`config.mk`:
```
export PLATFORM = sky130hd
export DESIGN_NAME = raster_csr_unit_flat
export DESIGN_NICKNAME = d
export VERILOG_FILES = /design/src/rtl/raster_csr_unit_pkg.sv /design/src/rtl/raster_csr_unit_if.sv /design/src/rtl/raster_csr_unit_decode.sv /design/src/rtl/raster_csr_unit.sv /design/src/flat_wrapper.sv
export SDC_FILE = /design/constraint.sdc
export NUM_CORES = 1
export LEC_CHECK = 0
export ABC_AREA = 1
export CAP_MARGIN = 10
export CORE_UTILIZATION = 42
export CTS_CLUSTER_DIAMETER = 30
export CTS_CLUSTER_SIZE = 14
export DETAILED_ROUTE_END_ITERATION = 10
export DONT_BUFFER_PORTS = 1
export PLACE_DENSITY = 0.6
export SYNTH_ARGS = -nofsm -noshare
export SYNTH_HDL_FRONTEND = slang
export SYNTH_SLANG_ARGS = --single-unit
```
`constraint.sdc`:
```
create_clock -name clk -period 2 [get_ports clk]
set_clock_uncertainty 0.2 [all_clocks]
set_input_delay 0.5 -clock clk [delete_from_list [all_inputs] [get_ports clk]]
set_output_delay 0.5 -clock clk [all_outputs]
set_load 0.02 [all_outputs]
```
`src/rtl/raster_csr_unit_pkg.sv`:
```
// Shared types and constants for the raster/texture CSR block: field widths,
// CSR window offsets, the commit FSM state type and the active CSR struct.
package raster_csr_unit_pkg;

  // Texture field widths carried by the CSR struct
  localparam int TEX_ADDR_BITS   = 32;
  localparam int TEX_FORMAT_BITS = 3;
  localparam int TEX_FILTER_BITS = 2;
  localparam int TEX_WRAP_BITS   = 2;
  localparam int TEX_LOD_BITS    = 4;
  localparam int TEX_MIPOFF_BITS = 20;
  localparam int TEX_LOD_MAX     = 7;
  localparam int NUM_LODS        = TEX_LOD_MAX + 1;
  localparam int MIP_IDX_BITS    = $clog2(NUM_LODS);

  // Default CSR bus geometry
  localparam int CSR_ADDR_BITS = 8;
  localparam int CSR_DATA_BITS = 32;

  // Offsets inside the raster CSR window
  localparam logic [7:0] RASTER_CSR_BADDR   = 8'h00;
  localparam logic [7:0] RASTER_CSR_FORMAT  = 8'h01;
  localparam logic [7:0] RASTER_CSR_FILTER  = 8'h02;
  localparam logic [7:0] RASTER_CSR_WRAP0   = 8'h03;
  localparam logic [7:0] RASTER_CSR_WRAP1   = 8'h04;
  localparam logic [7:0] RASTER_CSR_LOGDIM0 = 8'h05;
  localparam logic [7:0] RASTER_CSR_LOGDIM1 = 8'h06;
  localparam logic [7:0] RASTER_CSR_COMMIT  = 8'h07;
  localparam logic [7:0] RASTER_CSR_MIPOFF  = 8'h10;

  // Field one-hot positions produced by the decoder
  localparam int FLD_BADDR   = 0;
  localparam int FLD_FORMAT  = 1;
  localparam int FLD_FILTER  = 2;
  localparam int FLD_WRAP0   = 3;
  localparam int FLD_WRAP1   = 4;
  localparam int FLD_LOGDIM0 = 5;
  localparam int FLD_LOGDIM1 = 6;
  localparam int FLD_MIPOFF  = 7;
  localparam int NUM_SCALAR  = 7;
  localparam int NUM_FIELDS  = 8;

  // Offset of each scalar field, indexed by its one-hot position
  localparam logic [NUM_SCALAR-1:0][7:0] RASTER_CSR_FIELD_OFFSET = {
    RASTER_CSR_LOGDIM1, RASTER_CSR_LOGDIM0, RASTER_CSR_WRAP1, RASTER_CSR_WRAP0,
    RASTER_CSR_FILTER, RASTER_CSR_FORMAT, RASTER_CSR_BADDR
  };

  typedef enum logic {
    RASTER_CSR_IDLE = 1'b0,
    RASTER_CSR_PEND = 1'b1
  } raster_csr_state_t;

  typedef struct packed {
    logic [TEX_ADDR_BITS-1:0]                    baddr;
    logic [TEX_FORMAT_BITS-1:0]                  format;
    logic [TEX_FILTER_BITS-1:0]                  filter;
    logic [1:0][TEX_WRAP_BITS-1:0]               wrap;
    logic [1:0][TEX_LOD_BITS-1:0]                logdim;
    logic [NUM_LODS-1:0][TEX_MIPOFF_BITS-1:0]    mipoff;
  } raster_csrs_t;

endpackage

```
`src/rtl/raster_csr_unit_if.sv`:
```
// CSR access bus between the core (master) and the raster CSR unit (slave).
interface raster_csr_unit_if #(
  parameter int ADDR_BITS = 8,
  parameter int DATA_BITS = 32
) ();

  logic                 wr_valid;
  logic                 wr_ready;
  logic [ADDR_BITS-1:0] wr_addr;
  logic [DATA_BITS-1:0] wr_data;
  logic                 rd_valid;
  logic [ADDR_BITS-1:0] rd_addr;
  logic                 rsp_valid;
  logic [DATA_BITS-1:0] rsp_data;

  modport master (
    output wr_valid, wr_addr, wr_data, rd_valid, rd_addr,
    input  wr_ready, rsp_valid, rsp_data
  );

  modport slave (
    input  wr_valid, wr_addr, wr_data, rd_valid, rd_addr,
    output wr_ready, rsp_valid, rsp_data
  );

endinterface

```
`src/rtl/raster_csr_unit_decode.sv`:
```
// Combinational CSR offset decoder; one instance serves the write port and
// another the read port so both agree on the address map.
module raster_csr_unit_decode
  import raster_csr_unit_pkg::*;
#(
  parameter int ADDR_BITS = CSR_ADDR_BITS
) (
  input  logic [ADDR_BITS-1:0]    addr,
  output logic [NUM_FIELDS-1:0]   field,
  output logic [MIP_IDX_BITS-1:0] mip_idx,
  output logic                    is_commit,
  output logic                    is_err
);

  // Distance from the start of the mipoff block; the extra MSB flags underflow
  logic [ADDR_BITS:0] mip_rel;

  assign mip_rel = {1'b0, addr} - (ADDR_BITS + 1)'(RASTER_CSR_MIPOFF);

  generate
    for (genvar gi = 0; gi < NUM_SCALAR; gi++) begin : g_scalar
      assign field[gi] = (addr == ADDR_BITS'(RASTER_CSR_FIELD_OFFSET[gi]));
    end
  endgenerate

  assign field[FLD_MIPOFF] = !mip_rel[ADDR_BITS] &&
                             (mip_rel < (ADDR_BITS + 1)'(NUM_LODS));
  assign mip_idx   = mip_rel[MIP_IDX_BITS-1:0];
  assign is_commit = (addr == ADDR_BITS'(RASTER_CSR_COMMIT));
  assign is_err    = !(|field) && !is_commit;

endmodule

```
`src/rtl/raster_csr_unit.sv`:
```
// Raster/texture CSR producer: builds a shadow CSR set from core writes and
// transfers it atomically to the active set on COMMIT, deferring the transfer
// while the datapath holds the active set.
module raster_csr_unit
  import raster_csr_unit_pkg::*;
#(
  parameter int ADDR_BITS = CSR_ADDR_BITS,
  parameter int DATA_BITS = CSR_DATA_BITS
) (
  input  logic             clk,
  input  logic             reset,
  raster_csr_unit_if.slave bus,
  input  logic             csr_in_use,
  output raster_csrs_t     csrs,
  output logic             csr_update,
  output logic             csr_err
);

  raster_csr_state_t    state_reg;
  logic                 wr_ready_reg;
  raster_csrs_t         shadow_reg;
  raster_csrs_t         active_reg;
  logic                 csr_update_reg;
  logic                 csr_err_reg;
  logic                 rsp_valid_reg;
  logic [DATA_BITS-1:0] rsp_data_reg;
  logic [DATA_BITS-1:0] rd_value;

  logic [NUM_FIELDS-1:0]   w_field;
  logic [MIP_IDX_BITS-1:0] w_mip_idx;
  logic                    w_is_commit;
  logic                    w_is_err;
  logic [NUM_FIELDS-1:0]   r_field;
  logic [MIP_IDX_BITS-1:0] r_mip_idx;
  logic                    r_is_commit;
  logic                    r_is_err;
  logic                    wr_acc;

  raster_csr_unit_decode #(.ADDR_BITS(ADDR_BITS)) u_wr_decode (
    .addr      (bus.wr_addr),
    .field     (w_field),
    .mip_idx   (w_mip_idx),
    .is_commit (w_is_commit),
    .is_err    (w_is_err)
  );

  raster_csr_unit_decode #(.ADDR_BITS(ADDR_BITS)) u_rd_decode (
    .addr      (bus.rd_addr),
    .field     (r_field),
    .mip_idx   (r_mip_idx),
    .is_commit (r_is_commit),
    .is_err    (r_is_err)
  );

  // wr_ready is low only in PEND, so an accepted write always happens in IDLE
  assign wr_acc = bus.wr_valid && wr_ready_reg;

  // Commit FSM: owns the active set, the update pulse and write backpressure
  always_ff @(posedge clk) begin
    if (!reset) begin
      state_reg      <= RASTER_CSR_IDLE;
      wr_ready_reg   <= 1'b1;
      active_reg     <= '0;
      csr_update_reg <= 1'b0;
    end else begin
      csr_update_reg <= 1'b0;
      case (state_reg)
        RASTER_CSR_IDLE: begin
          if (wr_acc && w_is_commit) begin
            if (!csr_in_use) begin
              active_reg     <= shadow_reg;
              csr_update_reg <= 1'b1;
            end else begin
              state_reg    <= RASTER_CSR_PEND;
              wr_ready_reg <= 1'b0;
            end
          end
        end
        RASTER_CSR_PEND: begin
          if (!csr_in_use) begin
            active_reg     <= shadow_reg;
            csr_update_reg <= 1'b1;
            state_reg      <= RASTER_CSR_IDLE;
            wr_ready_reg   <= 1'b1;
          end
        end
        default: begin
          state_reg    <= RASTER_CSR_IDLE;
          wr_ready_reg <= 1'b1;
        end
      endcase
    end
  end

  // Shadow field updates; each field keeps only the low bits of the write data
  always_ff @(posedge clk) begin
    if (!reset) begin
      shadow_reg <= '0;
    end else if (wr_acc) begin
      if (w_field[FLD_BADDR])   shadow_reg.baddr     <= bus.wr_data[TEX_ADDR_BITS-1:0];
      if (w_field[FLD_FORMAT])  shadow_reg.format    <= bus.wr_data[TEX_FORMAT_BITS-1:0];
      if (w_field[FLD_FILTER])  shadow_reg.filter    <= bus.wr_data[TEX_FILTER_BITS-1:0];
      if (w_field[FLD_WRAP0])   shadow_reg.wrap[0]   <= bus.wr_data[TEX_WRAP_BITS-1:0];
      if (w_field[FLD_WRAP1])   shadow_reg.wrap[1]   <= bus.wr_data[TEX_WRAP_BITS-1:0];
      if (w_field[FLD_LOGDIM0]) shadow_reg.logdim[0] <= bus.wr_data[TEX_LOD_BITS-1:0];
      if (w_field[FLD_LOGDIM1]) shadow_reg.logdim[1] <= bus.wr_data[TEX_LOD_BITS-1:0];
      if (w_field[FLD_MIPOFF])  shadow_reg.mipoff[w_mip_idx] <= bus.wr_data[TEX_MIPOFF_BITS-1:0];
    end
  end

  // Read mux over the current (pre-write) shadow, zero-extended to the bus width
  always_comb begin
    rd_value = '0;
    if (r_field[FLD_BADDR])   rd_value = DATA_BITS'(shadow_reg.baddr);
    if (r_field[FLD_FORMAT])  rd_value = DATA_BITS'(shadow_reg.format);
    if (r_field[FLD_FILTER])  rd_value = DATA_BITS'(shadow_reg.filter);
    if (r_field[FLD_WRAP0])   rd_value = DATA_BITS'(shadow_reg.wrap[0]);
    if (r_field[FLD_WRAP1])   rd_value = DATA_BITS'(shadow_reg.wrap[1]);
    if (r_field[FLD_LOGDIM0]) rd_value = DATA_BITS'(shadow_reg.logdim[0]);
    if (r_field[FLD_LOGDIM1]) rd_value = DATA_BITS'(shadow_reg.logdim[1]);
    if (r_field[FLD_MIPOFF])  rd_value = DATA_BITS'(shadow_reg.mipoff[r_mip_idx]);
    if (r_is_commit)          rd_value = DATA_BITS'(state_reg == RASTER_CSR_PEND);
  end

  // Registered read response and unmapped-access error pulse
  always_ff @(posedge clk) begin
    if (!reset) begin
      rsp_valid_reg <= 1'b0;
      rsp_data_reg  <= '0;
      csr_err_reg   <= 1'b0;
    end else begin
      rsp_valid_reg <= bus.rd_valid;
      rsp_data_reg  <= bus.rd_valid ? rd_value : '0;
      csr_err_reg   <= (wr_acc && w_is_err) || (bus.rd_valid && r_is_err);
    end
  end

  assign bus.wr_ready  = wr_ready_reg;
  assign bus.rsp_valid = rsp_valid_reg;
  assign bus.rsp_data  = rsp_data_reg;
  assign csrs          = active_reg;
  assign csr_update    = csr_update_reg;
  assign csr_err       = csr_err_reg;

endmodule

```
`src/flat_wrapper.sv`:
```
// flat-port wrapper written by rule: the top's interface ports become plain ports
module raster_csr_unit_flat import raster_csr_unit_pkg::*;
#(
  parameter int ADDR_BITS = CSR_ADDR_BITS,
  parameter int DATA_BITS = CSR_DATA_BITS
)
  (clk, reset, csr_in_use, csrs, csr_update, csr_err, bus_wr_valid, bus_wr_addr, bus_wr_data, bus_rd_valid, bus_rd_addr, bus_wr_ready, bus_rsp_valid, bus_rsp_data);
  raster_csr_unit_if #(.ADDR_BITS(ADDR_BITS), .DATA_BITS(DATA_BITS)) bus_i ();
  input  logic clk;
  input  logic reset;
  input  logic csr_in_use;
  output raster_csrs_t csrs;
  output logic csr_update;
  output logic csr_err;
  input wire logic [$bits(bus_i.wr_valid)-1:0] bus_wr_valid;
  input wire logic [$bits(bus_i.wr_addr)-1:0] bus_wr_addr;
  input wire logic [$bits(bus_i.wr_data)-1:0] bus_wr_data;
  input wire logic [$bits(bus_i.rd_valid)-1:0] bus_rd_valid;
  input wire logic [$bits(bus_i.rd_addr)-1:0] bus_rd_addr;
  output wire logic [$bits(bus_i.wr_ready)-1:0] bus_wr_ready;
  output wire logic [$bits(bus_i.rsp_valid)-1:0] bus_rsp_valid;
  output wire logic [$bits(bus_i.rsp_data)-1:0] bus_rsp_data;
  assign bus_i.wr_valid = bus_wr_valid;
  assign bus_i.wr_addr = bus_wr_addr;
  assign bus_i.wr_data = bus_wr_data;
  assign bus_i.rd_valid = bus_rd_valid;
  assign bus_i.rd_addr = bus_rd_addr;
  assign bus_wr_ready = bus_i.wr_ready;
  assign bus_rsp_valid = bus_i.rsp_valid;
  assign bus_rsp_data = bus_i.rsp_data;
  raster_csr_unit #(.ADDR_BITS(ADDR_BITS), .DATA_BITS(DATA_BITS)) u_core (.clk(clk), .reset(reset), .bus(bus_i), .csr_in_use(csr_in_use), .csrs(csrs), .csr_update(csr_update), .csr_err(csr_err));
endmodule
```
Word-level counts from Yosys, hierarchy flattened
Index checks and enable logic that the tools add are counted.
{"block": "totals", "out_inout_bits": 245, "register_bits": 455}
{"block": "op_classes", "n_mux": 27, "add_sub_neg": 2, "bitwise_logic": 4, "n_reduce_logical": 32, "order_cmp": 5, "n_eq_ne": 17}
{"operator": "two-way mux 209 bit", "n": 2}
{"operator": "case mux 209 bit (2 select lines)", "n": 1}
{"operator": "two-way mux 20 bit", "n": 10}
{"operator": "bitwise mux 160 bit", "n": 1}
{"operator": "equality test 8 x 3 -> 1 bit, second input constant", "n": 8}
{"operator": "binary-select mux 20 bit (select 3 bit)", "n": 1}
{"operator": "demux 20 bit (select 3 bit)", "n": 1}
{"operator": "equality test 8 x 2 -> 1 bit, second input constant", "n": 4}
{"operator": "< comparator 9 x 4 -> 1 bit, second input constant", "n": 2}
{"operator": "AND reduction 2 bit", "n": 9}
{"operator": "subtractor 8 x 5 -> 9 bit, second input constant", "n": 2}
{"operator": "equality test 8 x 1 -> 1 bit, second input constant", "n": 2}
{"operator": "logical NOT 8 bit", "n": 2}
{"operator": "OR reduction 8 bit", "n": 2}
{"operator": "OR reduction 11 bit", "n": 1}
{"operator": "logical AND 1 bit", "n": 9}
{"operator": "< comparator 3 x 4 -> 1 bit, second input constant", "n": 2}
{"operator": "two-way mux 1 bit", "n": 8}
{"operator": "logical NOT 1 bit", "n": 6}
{"operator": "case mux 1 bit (2 select lines)", "n": 3}
{"operator": "inequality test 2 bit, second input constant", "n": 2}
{"operator": "NOT 1 bit", "n": 4}
{"operator": "greater-or-equal comparator 3 x 1 -> 1 bit, second input constant", "n": 1}
{"operator": "AND reduction 3 bit", "n": 1}
{"operator": "3 further kinds", "n": 3}

Longest topological paths before layout
{"block": "logic_depth", "word_depth": 10, "depth_mapped": 15, "ltp_nobuf": 12}

Cells and area by module
A second synthesis with hierarchy kept.
{"block": "hier_totals", "cells_unflattened": 2168, "hier_area_um2": 17097.6}
{"mod": "raster_csr_unit", "instances": 1, "cells_each": 2092, "seq_area_each_um2": 9108.7, "area_per_inst_um2": 16742.3}
{"mod": "raster_csr_unit_decode", "instances": 2, "cells_each": 38, "seq_area_each_um2": 0.0, "area_per_inst_um2": 177.7}

Worst setup path after synthesis
No wires, ideal clock.
{"block": "synth_path", "path_type": "input to register", "from": "in bus_wr_addr[4]", "to": "reg u_core.active_reg (netlist bit u_core.csrs[160])", "cell_stages": 15, "path_slack_ps": -158, "arrival_ps": 1894, "path_cell_list": "inv_1 > ha_1 > inv_1 > nor2_1 > inv_1 > nor3_4 > nand3_1 > nand2_1 > nand2_1 > inv_2 > buf_6 > buf_6 > buf_6 > nor2_1 > nor2_1"}
{"block": "synth_via", "elab_chain_cells": 3}
{"item": "from (decl)", "line_no": "flat_wrapper.sv:16", "rtl": "input wire logic [$bits(bus_i.wr_addr)-1:0] bus_wr_addr;"}
{"item": "equality test 8 x 3 -> 1 bit", "line_no": "raster_csr_unit_decode.sv:29", "rtl": "assign is_commit = (addr == ADDR_BITS'(RASTER_CSR_COMMIT));"}
{"item": "logical AND 1 bit", "line_no": "raster_csr_unit.sv:69", "rtl": "if (wr_acc && w_is_commit) begin"}
{"item": "inequality test 2 x 1 -> 1 bit (no line)"}
{"item": "to (signal assigned)", "line_no": "raster_csr_unit.sv:71", "rtl": "active_reg <= shadow_reg;"}
{"item": "to (signal assigned)", "line_no": "raster_csr_unit.sv:81", "rtl": "active_reg <= shadow_reg;"}
{"item": "to (decl)", "line_no": "raster_csr_unit.sv:22", "rtl": "raster_csrs_t active_reg;"}
No other way between the ends.
A chain may end at the register's enable or synchronous reset.

Worst setup path in the final report
{"block": "layout_path", "from": "reg u_core.wr_ready_reg (netlist: u_core.bus.wr_ready)", "to": "reg u_core.shadow_reg[37] (netlist name)"}
{"block": "layout_via", "elab_chain_cells": 2}
{"item": "from (decl)", "line_no": "raster_csr_unit.sv:20", "rtl": "logic wr_ready_reg;"}
{"item": "from (signal assigned)", "line_no": "raster_csr_unit.sv:62", "rtl": "wr_ready_reg <= 1'b1;"}
{"item": "from (signal assigned)", "line_no": "raster_csr_unit.sv:75", "rtl": "wr_ready_reg <= 1'b0;"}
{"item": "from (signal assigned)", "line_no": "raster_csr_unit.sv:84", "rtl": "wr_ready_reg <= 1'b1;"}
{"item": "logical AND 1 bit", "line_no": "raster_csr_unit.sv:56", "rtl": "assign wr_acc = bus.wr_valid && wr_ready_reg;"}
{"item": "AND reduction 2 bit (no line)"}
{"item": "to (decl)", "line_no": "raster_csr_unit.sv:21", "rtl": "raster_csrs_t shadow_reg;"}
No other way between the ends.

==> flow_summary.yaml <==
clocking:
  clk_path_buf_depth: 3
  clkTransAtPathRegs_ps: 50
  htreeDepth: 3
  cts_made_buffers: 95
  insertion_delay_ps: 630
  cts_tree: "yes"
  cts.sinks: 455
  clockRootBuffer: "clkbuf_16"
sta:
  setup_viol: 0
  fmax_mhz: 515
  whs_ps: -150
  finalCriticalPeriod_ps: 1940
  setup_tns_ps: 0
  max_slew_margin_pct: 34.3
  finalHoldViolations: 63
  finalCritPeriodShare_pct: 97.0
  fin_ws_ps: 60.1
  slew_violations: 0
  worstMarginPinSlew_ps: 982
run_status:
  status: "finished with violations"
  violations: "negative hold slack"
setup_path:
  endpoint: "u_core.shadow_reg[37]"
  crit_path_max_fanout: 4
  cp_data_arrival_time_ps: 2290
  cp-start-kind: "flip-flop"
  reg2reg_setup_slack_ps: 60
  end_kind: "flip-flop"
  cp-startpoint: "u_core.bus.wr_ready"
  crit_type: "reg -> reg"
  r2r-start: "u_core.bus.wr_ready"
  reg2reg_depth: 8
  critPathRequiredTime_ps: 2350
  r2r-end: "u_core.shadow_reg[37]"
synth:
  synth_cell_types: 31
  synth_area_leader_cell: "dfxtp_1"
  synthesis.nets: 2334
  synthSimpleGateAreaFrac_pct: 22.1
  synth_xor_area_share_pct: 0.0508
  synthFlopType: "dfxtp_1"
  netlist.area_leader.share_pct: 52.9
  yosysWarnings: 0
  yosys-mux-area-fraction_pct: 0
  syn_area_um2: 17200
  yosys_register_bits: 455
  synth.area.top_cells: "dfxtp_1, nor2_1, o21ai_0, a21oi_1, nand2_1"
  ys_seq_area_share_pct: 52.9
  avgSynthCellArea_um2: 7.56
  synthAdderAreaFrac_pct: 0.218
  synth_top_family_by_area: "simple AND/OR/NAND/NOR gates"
  async_flop_share_pct: 0
  synth-compound-area-share_pct: 17.9
  synthCells: 2278
  synth-edff-count: 0
global_route:
  grt-ovfl-total: 0
  grt_pass1_vias: 15555
  grt_max_degree: 318
  grt.total_usage_pct: 30.4
  grt_antenna_before_repair: 9
  grt_pass1_wl_mm: 95.5
placement:
  port_buffers: 0
  hpwl_mm: 44.9
  numPlacedInstances: 2812
  pre_cts_slack_ps: -416
  place_area_um2: 19000
  place_congestion: 0.960
floorplanning:
  start_util_pct: 43.0
  die_w_um: 205
  io_pins: 298
  die-area_um2: 41800
  fp.coreArea_um2: 40100
  die_y_um: 205
  fp-row-count: 73
job:
  cap_violations: 0
detailed_routing:
  wirelength_mm: 64.8
  wl_per_cell_um: 21.3
  vias: 16572
  drc: 0
  initialDrtViolationCount: 1734
  post_drt_via_cell_ratio: 5.45
  ant_nets: 0
  dr.pass1.iters: 6
layout:
  area_growth_pct: 32.7
  stdcell_area_um2: 22900
  seq_area_um2: 9110
  multi_input_area_um2: 7020
  num-nets-final: 2482
  fill_cells: 3652
  fin_cells: 3039
  layout-drive-gt1-share_pct: 15.7
  final_cell_mix: "nor2_1, dfxtp_1, nand2_1, o21ai_0, a21oi_1"
  layout_commonest_cell: "nor2_1"
power_and_ir_drop:
  ir_drop_uv: 785
  p_per_area_nw_per_um2: 1160
  p_leak_nw: 8.78
min_path:
  hold_class: "in -> reg"
==> power breakdown <==
| part | switching, mW | leakage (nW) | internal, mW | total, mW |
|---|---|---|---|---|
| Sequential | 0.0294 | 3.66 | 9.11 | 9.14 |
| Clock | 5.29 | 1.66 | 11.3 | 16.6 |
| Combinational | 0.540 | 3.45 | 0.311 | 0.851 |
| Total | 5.86 | 8.78 | 20.7 | 26.6 |
==> how the worst min path moves through the flow <==
stage                                start                       to  slack (ps)  cells after the start
CTS                                  reset         u_core.csrs[169]        -170                      2
global placement    u_core.shadow_reg[206]  u_core.bus.rsp_data[29]         240                      2
floorplan           u_core.shadow_reg[199]  u_core.bus.rsp_data[22]         230                      2
detailed placement  u_core.shadow_reg[197]  u_core.bus.rsp_data[20]         240                      2
finish                               reset         u_core.csrs[169]        -150                      2
global route                         reset   u_core.shadow_reg[163]        -170                      2
==> routing by layer <==
metal	vias to the layer above	part of all wire, %	GRT usage, %
li1	7867	-	-
met1	7761	41	38.8
met2	793	46	47.6
met3	145	9.3	8.22
met4	6	4.1	14.1
met5	-	0.069	0
==> synthesized netlist by cell type (all sizes together) (4+ instances only) <==
master   number
nor2        522
dfxtp       455
o21ai       331
nand2       260
a21oi       195
nand3       133
clkbuf      130
inv         106
buf          50
nor3         17
nand4        14
a22oi        13
o22ai        11
o2111ai       7
a211oi        6
o211ai        6
o221ai        5
a31oi         4
o31ai         4
==> stage by stage <==
step / util (%) / power, mW / hold WS, ps
3_5_place_dp: 47.3 / 9.95 / 241
4_1_cts: 56.6 / 26.7 / -171
6_report: 57.0 / 26.6 / -150
2_1_floorplan: - / 9.76 / 227
5_1_grt: 57.0 / 27.3 / -167
3_3_place_gp: 47.3 / 9.95 / 238
==> critical path, cell delays in order, from the launching register on <==
cell and delay (ps):
dfxtp_1 330, nand2_1 70, inv_1 70, buf_4 120, nand4_1 170, nor2_4 150, o21ai_0 80, dlygate4sd3_1 600
nor2_1 80
==> cell families after synthesis <==
kind of cell             count (synthesis)
adder cells (fa/ha/maj)                  3
flip-flops                             455
buffers and inverters                  287
XOR/XNOR                                 1
AND/OR/NAND/NOR                        947
AO/OA/AOI/OAI                          585
==> layout make-up <==
type	instances	area share, %
Inverter	107	1.86
Clock buffer	120	11.5
Sequential cell	455	39.8
Clock inverter	59	3.55
Timing Repair Buffer	231	9.57
Multi-Input combinational cell	1536	30.7
Antenna cell	6	0.0657
Tap cell	525	2.87
==> what timing repair did <==
action,in CTS,in global routing
buffers inserted,0,2
hold buffers,29,12
endpoints found under the setup margin,0,20
gates resized for setup,0,7
hold endpoints to repair,415,230
(Power assumes the default switching activity.)
